===== src/rtl/decode_stage.sv =====
// decode_stage: instruction decode with a 16-entry register file,
// write-through bypass, load-use hazard detection and a registered
// ID/EX bundle for the execute stage.
module decode_stage #(
  parameter int          DATA_W  = 24,
  parameter int          NREG    = 16,
  parameter logic [3:0]  LOAD_OP = 4'hA,
  parameter logic [3:0]  NOP_OP  = 4'h0
) (
  input  logic              CLK,
  input  logic              rst,
  input  logic [DATA_W-1:0] instr_i,
  input  logic [DATA_W-1:0] pc_next_i,
  input  logic              valid_i,
  input  logic              flush_i,
  input  logic              wb_en_i,
  input  logic [3:0]        wb_addr_i,
  input  logic [DATA_W-1:0] wb_data_i,
  output logic              stall_o,
  output logic              ex_valid_o,
  output logic [3:0]        ex_op_o,
  output logic [3:0]        ex_rd_o,
  output logic [3:0]        ex_rs1_o,
  output logic [3:0]        ex_rs2_o,
  output logic [DATA_W-1:0] ex_rs1_data_o,
  output logic [DATA_W-1:0] ex_rs2_data_o,
  output logic [DATA_W-1:0] ex_imm_o,
  output logic [DATA_W-1:0] ex_pc_next_o,
  output logic              ex_is_load_o
);

  // r0 is hard-wired to zero, so only r1..r(NREG-1) have storage
  logic [DATA_W-1:0] rf_reg [1:NREG-1];

  logic [3:0]        op;
  logic [3:0]        rd;
  logic [3:0]        rs1;
  logic [3:0]        rs2;
  logic [DATA_W-1:0] imm;
  logic [DATA_W-1:0] rs1_data;
  logic [DATA_W-1:0] rs2_data;
  logic              wb_write;
  logic              hz;

  logic              ex_valid_reg;
  logic [3:0]        ex_op_reg;
  logic [3:0]        ex_rd_reg;
  logic [3:0]        ex_rs1_reg;
  logic [3:0]        ex_rs2_reg;
  logic [DATA_W-1:0] ex_rs1_data_reg;
  logic [DATA_W-1:0] ex_rs2_data_reg;
  logic [DATA_W-1:0] ex_imm_reg;
  logic [DATA_W-1:0] ex_pc_next_reg;
  logic              ex_is_load_reg;

  assign op       = instr_i[23:20];
  assign rd       = instr_i[19:16];
  assign rs1      = instr_i[15:12];
  assign rs2      = instr_i[11:8];
  assign imm      = {{(DATA_W-12){instr_i[11]}}, instr_i[11:0]};
  assign wb_write = wb_en_i && (wb_addr_i != 4'd0);

  // One storage word per architectural register, written from write-back
  generate
    for (genvar gi = 1; gi < NREG; gi++) begin : g_rf
      always_ff @(posedge CLK or negedge rst) begin
        if (!rst) begin
          rf_reg[gi] <= '0;
        end else if (wb_write && (wb_addr_i == 4'(gi))) begin
          rf_reg[gi] <= wb_data_i;
        end
      end
    end
  endgenerate

  // Read port: r0 is zero, a same-cycle write-back is forwarded
  function automatic logic [DATA_W-1:0] read_port(input logic [3:0] idx);
    logic [DATA_W-1:0] val;
    val = '0;
    if (idx != 4'd0) begin
      if (wb_write && (wb_addr_i == idx)) begin
        val = wb_data_i;
      end else begin
        val = rf_reg[idx];
      end
    end
    return val;
  endfunction

  // Combinational register reads for both sources
  always_comb begin
    rs1_data = read_port(rs1);
    rs2_data = read_port(rs2);
  end

  // Load-use hazard against the instruction now sitting in ID/EX;
  // a flush suppresses it so fetch can redirect to the branch target
  always_comb begin
    hz = valid_i && !flush_i && ex_valid_reg && ex_is_load_reg &&
         (ex_rd_reg != 4'd0) &&
         ((ex_rd_reg == rs1) || (ex_rd_reg == rs2));
  end

  assign stall_o = hz;

  // ID/EX pipeline register: flush, hazard or no input each insert a bubble
  always_ff @(posedge CLK or negedge rst) begin
    if (!rst) begin
      ex_valid_reg    <= 1'b0;
      ex_op_reg       <= NOP_OP;
      ex_rd_reg       <= '0;
      ex_rs1_reg      <= '0;
      ex_rs2_reg      <= '0;
      ex_rs1_data_reg <= '0;
      ex_rs2_data_reg <= '0;
      ex_imm_reg      <= '0;
      ex_pc_next_reg  <= '0;
      ex_is_load_reg  <= 1'b0;
    end else if (flush_i || hz || !valid_i) begin
      ex_valid_reg    <= 1'b0;
      ex_op_reg       <= NOP_OP;
      ex_rd_reg       <= '0;
      ex_rs1_reg      <= '0;
      ex_rs2_reg      <= '0;
      ex_rs1_data_reg <= '0;
      ex_rs2_data_reg <= '0;
      ex_imm_reg      <= '0;
      ex_pc_next_reg  <= '0;
      ex_is_load_reg  <= 1'b0;
    end else begin
      ex_valid_reg    <= 1'b1;
      ex_op_reg       <= op;
      ex_rd_reg       <= rd;
      ex_rs1_reg      <= rs1;
      ex_rs2_reg      <= rs2;
      ex_rs1_data_reg <= rs1_data;
      ex_rs2_data_reg <= rs2_data;
      ex_imm_reg      <= imm;
      ex_pc_next_reg  <= pc_next_i;
      ex_is_load_reg  <= (op == LOAD_OP);
    end
  end

  assign ex_valid_o    = ex_valid_reg;
  assign ex_op_o       = ex_op_reg;
  assign ex_rd_o       = ex_rd_reg;
  assign ex_rs1_o      = ex_rs1_reg;
  assign ex_rs2_o      = ex_rs2_reg;
  assign ex_rs1_data_o = ex_rs1_data_reg;
  assign ex_rs2_data_o = ex_rs2_data_reg;
  assign ex_imm_o      = ex_imm_reg;
  assign ex_pc_next_o  = ex_pc_next_reg;
  assign ex_is_load_o  = ex_is_load_reg;

endmodule


===== config.mk =====
export PLATFORM = sky130hd
export DESIGN_NAME = decode_stage
export DESIGN_NICKNAME = d
export VERILOG_FILES = /design/src/rtl/decode_stage.sv
export SDC_FILE = /design/constraint.sdc
export NUM_CORES = 1
export LEC_CHECK = 0
export BUFFER_PORTS_ARGS = -buffer_cell sky130_fd_sc_hd__buf_2
export CORE_MARGIN = 4
export CORE_UTILIZATION = 55
export CTS_CLUSTER_DIAMETER = 60
export DETAILED_ROUTE_END_ITERATION = 10
export GPL_ROUTABILITY_DRIVEN = 0
export GPL_TIMING_DRIVEN = 0
export HOLD_SLACK_MARGIN = 0.06
export PLACE_DENSITY = 0.77
export RECOVER_POWER = 25
export SYNTH_ARGS = -nofsm -noshare
export SYNTH_HDL_FRONTEND = slang
export SYNTH_SLANG_ARGS = --single-unit

===== constraint.sdc =====
create_clock -name CLK -period 1.7 [get_ports CLK]
set_clock_uncertainty 0.1 [all_clocks]
set_input_delay 0.17 -clock CLK [delete_from_list [all_inputs] [get_ports CLK]]
set_output_delay 0.17 -clock CLK [all_outputs]
set_load 0.02 [all_outputs]

==> run summary <==
The flow ran to the end, but the final reports show violations. The final reports fail on negative setup slack. The effective utilization at floorplan came out at 55.53%. The final cycle utilization of the critical path came out at 137.3%. The master cell of the clock root buffer is sky130_fd_sc_hd__clkbuf_16.

The number of instances on the worst hold path is 5. 196 I/O pins were placed. In this design, the stage delay of the slowest critical-path cell is 0.48 ns. The remaining antenna violation count is 0. sky130_fd_sc_hd__dfrtp_1 takes more of the synthesized area than any other cell.

Of the total power, the share spent switching nets is 28.80%. The relative contribution of combinational cells to total power is 22.6%. The post-detailed-route wirelength per cell came out at 28.66 µm. The clock insertion delay at the later pin of the skew report is 0.60 ns. The worst reg2reg path startpoint is ex_rd_o[1]$_DFF_PN0_. The met2 layer usage reported by global route came out at 48.41%. In this run the critical register-to-register path is captured at ex_imm_o[1]$_DFF_PN0_.

The fraction of post-synthesis cell area in the top cell type by area is 49.20%. The wire length of the first global-routing pass is 107.4 mm. The number of antenna violations at the first check in global routing is 3. The number of slew-limit violations in the final report is 0. The placed instance count came out at 2401. The standard cell core area came out at 41950 µm². Of the cells placed in the final design, the portion with a size suffix greater than 1 is 47.15%. The layout-stage area growth over the synthesis result is 19.24%. The clock buffer count from CTS is 47. The most used flip-flop cell after synthesis is sky130_fd_sc_hd__dfrtp_1. The largest driver fanout on the critical path came out at 8. IR analysis of the VDD net gives a maximum drop of 0.0007373 V. The net count of the finished layout is 2066. The tightest min-delay check is of the primary input to flop type. The critical path is of the flop to flop type. TritonCTS built the clock tree. The slew at the pin closest to its max-slew limit came out at 1.470 ns. The number of global-route vias before repair came out at 17198. In this run the number of H-tree levels came out at 2. The TritonCTS sink count is 458. The met3 track utilization from global routing came out at 8.369%. After layout, the worst setup slack is -0.6347 ns.

The detailed-routing iteration count for the pre-antenna-repair pass came out at 8. The total of warnings raised by yosys is 0. The minimum period implied by the final worst setup slack came out at 2.335 ns. The required time of the critical path came out at 2.10 ns. The vertical die dimension came out at 213.8 µm. The number of standard-cell rows in the floorplan is 75.

The maximum count of clock buffers along a single path came out at 3. The highest attainable clock frequency is 428.3 MHz. The total grt overflow is 0. The reported max-cap violation count is 0. The die area is 45710 µm². The number of vias per cell after detailed routing is 6.564. The violation count after the first detailed-routing iteration is 2003.

The share of async-settable or async-resettable flops after synthesis came out at 100.0%. The floorplan step set the die width to 213.8 µm. The final core utilization is 66.22%. In the global route stage, met1 resource usage came out at 43.49%. The startpoint identified for the worst hold timing path is wb_en_i. The synthesized instance count came out at 1669. STA classifies the critical path endpoint as a flop. The sequential group share of total power came out at 43.8%.

Leaving out filler cells and counting taps, the final layout contains 2562. The signal on the critical path passes through nor4_4, a2111oi_4, buf_4, buf_4, nor2_2, clkbuf_4, and2_1. The overall power after layout came out at 33.35 mW.

The share of power burned in the clock network is 33.6%. Setup total negative slack on the finished layout was measured at -94.37 ns. Counting every net in the synthesized netlist gives 1750. The sequential cell area fraction in the yosys report came out at 49.20%. sky130_fd_sc_hd__dfrtp_1 is the most common cell in the netlist.

The register with the most flip-flops in the layout has 360 of them. In this design, the critical path's most frequently occurring cell is sky130_fd_sc_hd__buf_4. Entering global routing, the biggest net connects 129 pins. After synthesis, the cell types taking the most area are sky130_fd_sc_hd__dfrtp_1, sky130_fd_sc_hd__mux2_2, sky130_fd_sc_hd__mux4_2. The minimum setup slack among reg-to-reg paths is -0.63 ns. The count of buffers inserted at the top-level ports is 190. The post-synthesis cell type count came out at 38. After detailed routing, the total wire length is 73.43 mm. The average footprint of a synthesized cell is 13.96 µm². Headroom to the max-slew limit came out at 2.011%. The critical path arrival came out at 2.74 ns. The standby leakage power came out at 11.89 nW. The number of enable flip-flop cells after synthesis is 0. The power dissipated by switching net loads is 9.604 mW. The half-perimeter wire length of the detailed placement result came out at 49.75 mm. The total via count after detailed routing came out at 16817. Setup repair after global routing could not meet its margin everywhere. STA classifies the critical path startpoint as a flop. The commonest cells after synthesis are sky130_fd_sc_hd__dfrtp_1, sky130_fd_sc_hd__mux2_2, sky130_fd_sc_hd__mux4_2, sky130_fd_sc_hd__nor3_1, sky130_fd_sc_hd__clkbuf_1. The global router's overall resource usage came out at 31.44%. Power spread over the standard cell area amounts to 1201 nW/µm². The final-report hold violation count came to 0. After clock tree synthesis, the clock-pin slew on the worst setup and hold paths is 0.08 ns.

The internal power of the cells came out at 23.74 mW. The number of cells on the worst reg-to-reg path is 7. For hold timing, the worst endpoint is ex_rs2_data_o[1]$_DFF_PN0_. The cell area after synthesis is 23290 µm². The number of setup violations in the final report is 542.

The number of storage elements in the synthesis netlist is 458. On the critical path, the stage with the largest delay is an instance of sky130_fd_sc_hd__dfrtp_2. The routing layer with the top usage in global route is met2. The post-detailed-route DRC marker count is 0.
[through the flow]
| stage | setup slack, ns | area (µm²) | hold slack [ns] |
|---|---|---|---|
| finish | -0.6347 | 27780 | 0.2122 |
| global route | -0.6431 | 27780 | 0.2375 |
| CTS | -0.5319 | 27530 | 0.1081 |
| detailed placement | -0.9314 | 25070 | 0.1547 |
| global placement | -9.292 | 24970 | 0.2834 |
| floorplan | -0.3390 | 23350 | -0.2256 |
[power by group through the flow]
stage	sequential, mW	combinational (mW)	clock, mW
after detailed placement	14.7	7.06	0
after global routing	14.8	7.99	11.7
after CTS	14.5	7.28	11.2
final	14.6	7.54	11.2
after floorplan	14.3	4.96	0
after global placement	14.5	6.83	0
[cells in the final DEF (no fill, tap or decap), drive strengths merged, types with 3 or more instances in the layout]
| master | count |
|---|---|
| dfrtp | 458 |
| mux2 | 457 |
| buf | 236 |
| clkbuf | 205 |
| mux4 | 129 |
| nor3 | 89 |
| dlygate4sd3 | 65 |
| nor2 | 57 |
| nor2b | 54 |
| a211oi | 49 |
| and2 | 48 |
| a221oi | 47 |
| mux2i | 16 |
| xnor2 | 16 |
| nand2 | 14 |
| clkinv | 9 |
| bufinv | 7 |
| a2111oi | 7 |
| or3 | 6 |
| a22oi | 6 |
| a21oi | 5 |
| nand2b | 5 |
| nand4 | 5 |
| clkinvlp | 5 |
| nand3b | 4 |
| inv | 4 |
| o22ai | 3 |
[critical path: cells and delay by family, from the launching register on]
family | cells | cell delay, ns
AO/OA/AOI/OAI | 1 | 0.10
buffers and inverters | 3 | 0.61
flip-flops | 1 | 0.48
AND/OR/NAND/NOR | 3 | 0.96
[repair_timing]
action,CTS,global route
hold buffers,65,0
endpoints found under the hold margin,310,0
gates cloned,2,3
resized for setup,32,69
buffers inserted,2,2
pin swaps,4,8
setup endpoints to repair,199,188
[layout make-up]
class / instances / area (µm²)
buffer: 179 / 1036
clock buffer: 60 / 1316
timing repair buffer: 267 / 1722
tap: 539 / 674.4
clock inverter: 25 / 341.6
multi-input combinational: 1032 / 11210
antenna: 2 / 5.005
sequential: 458 / 11470
fill: 2857 / 14170
[routing by layer]
| metal | wire, µm | part of all wire (%) |
|---|---|---|
| met1 | 28460 | 39 |
| met2 | 33770 | 46 |
| met3 | 8169 | 11 |
| met4 | 3015 | 4.1 |
| met5 | 13 | 0.018 |
[logic make-up after synthesis]
family	count (synthesis)	synth area share (%)
xor gates and xnor gates	16	0.6015
and+or+nand+nor	291	6.655
buffers and inverters	179	3.975
DFF	458	49.20
AOI/OAI and AO/OA	123	4.318
muxes	602	35.25
[worst max path at each step]
stage	startpoint	end	slack [ns]	cells past startpoint
floorplan	ex_rd_o[1]$_DFF_PN0_	ex_rs1_data_o[10]$_DFF_PN0_	-0.34	6
global placement	rst	ex_rd_o[0]$_DFF_PN0_	-9.29	1
detailed placement	instr_i[12]	ex_rs1_data_o[12]$_DFF_PN0_	-0.93	9
CTS	ex_rd_o[1]$_DFF_PN0_	ex_rs2_data_o[15]$_DFF_PN0_	-0.53	7
global route	ex_rd_o[1]$_DFF_PN0_	ex_imm_o[1]$_DFF_PN0_	-0.64	7
finish	ex_rd_o[1]$_DFF_PN0_	ex_imm_o[1]$_DFF_PN0_	-0.63	7
(Power assumes the default switching activity.)
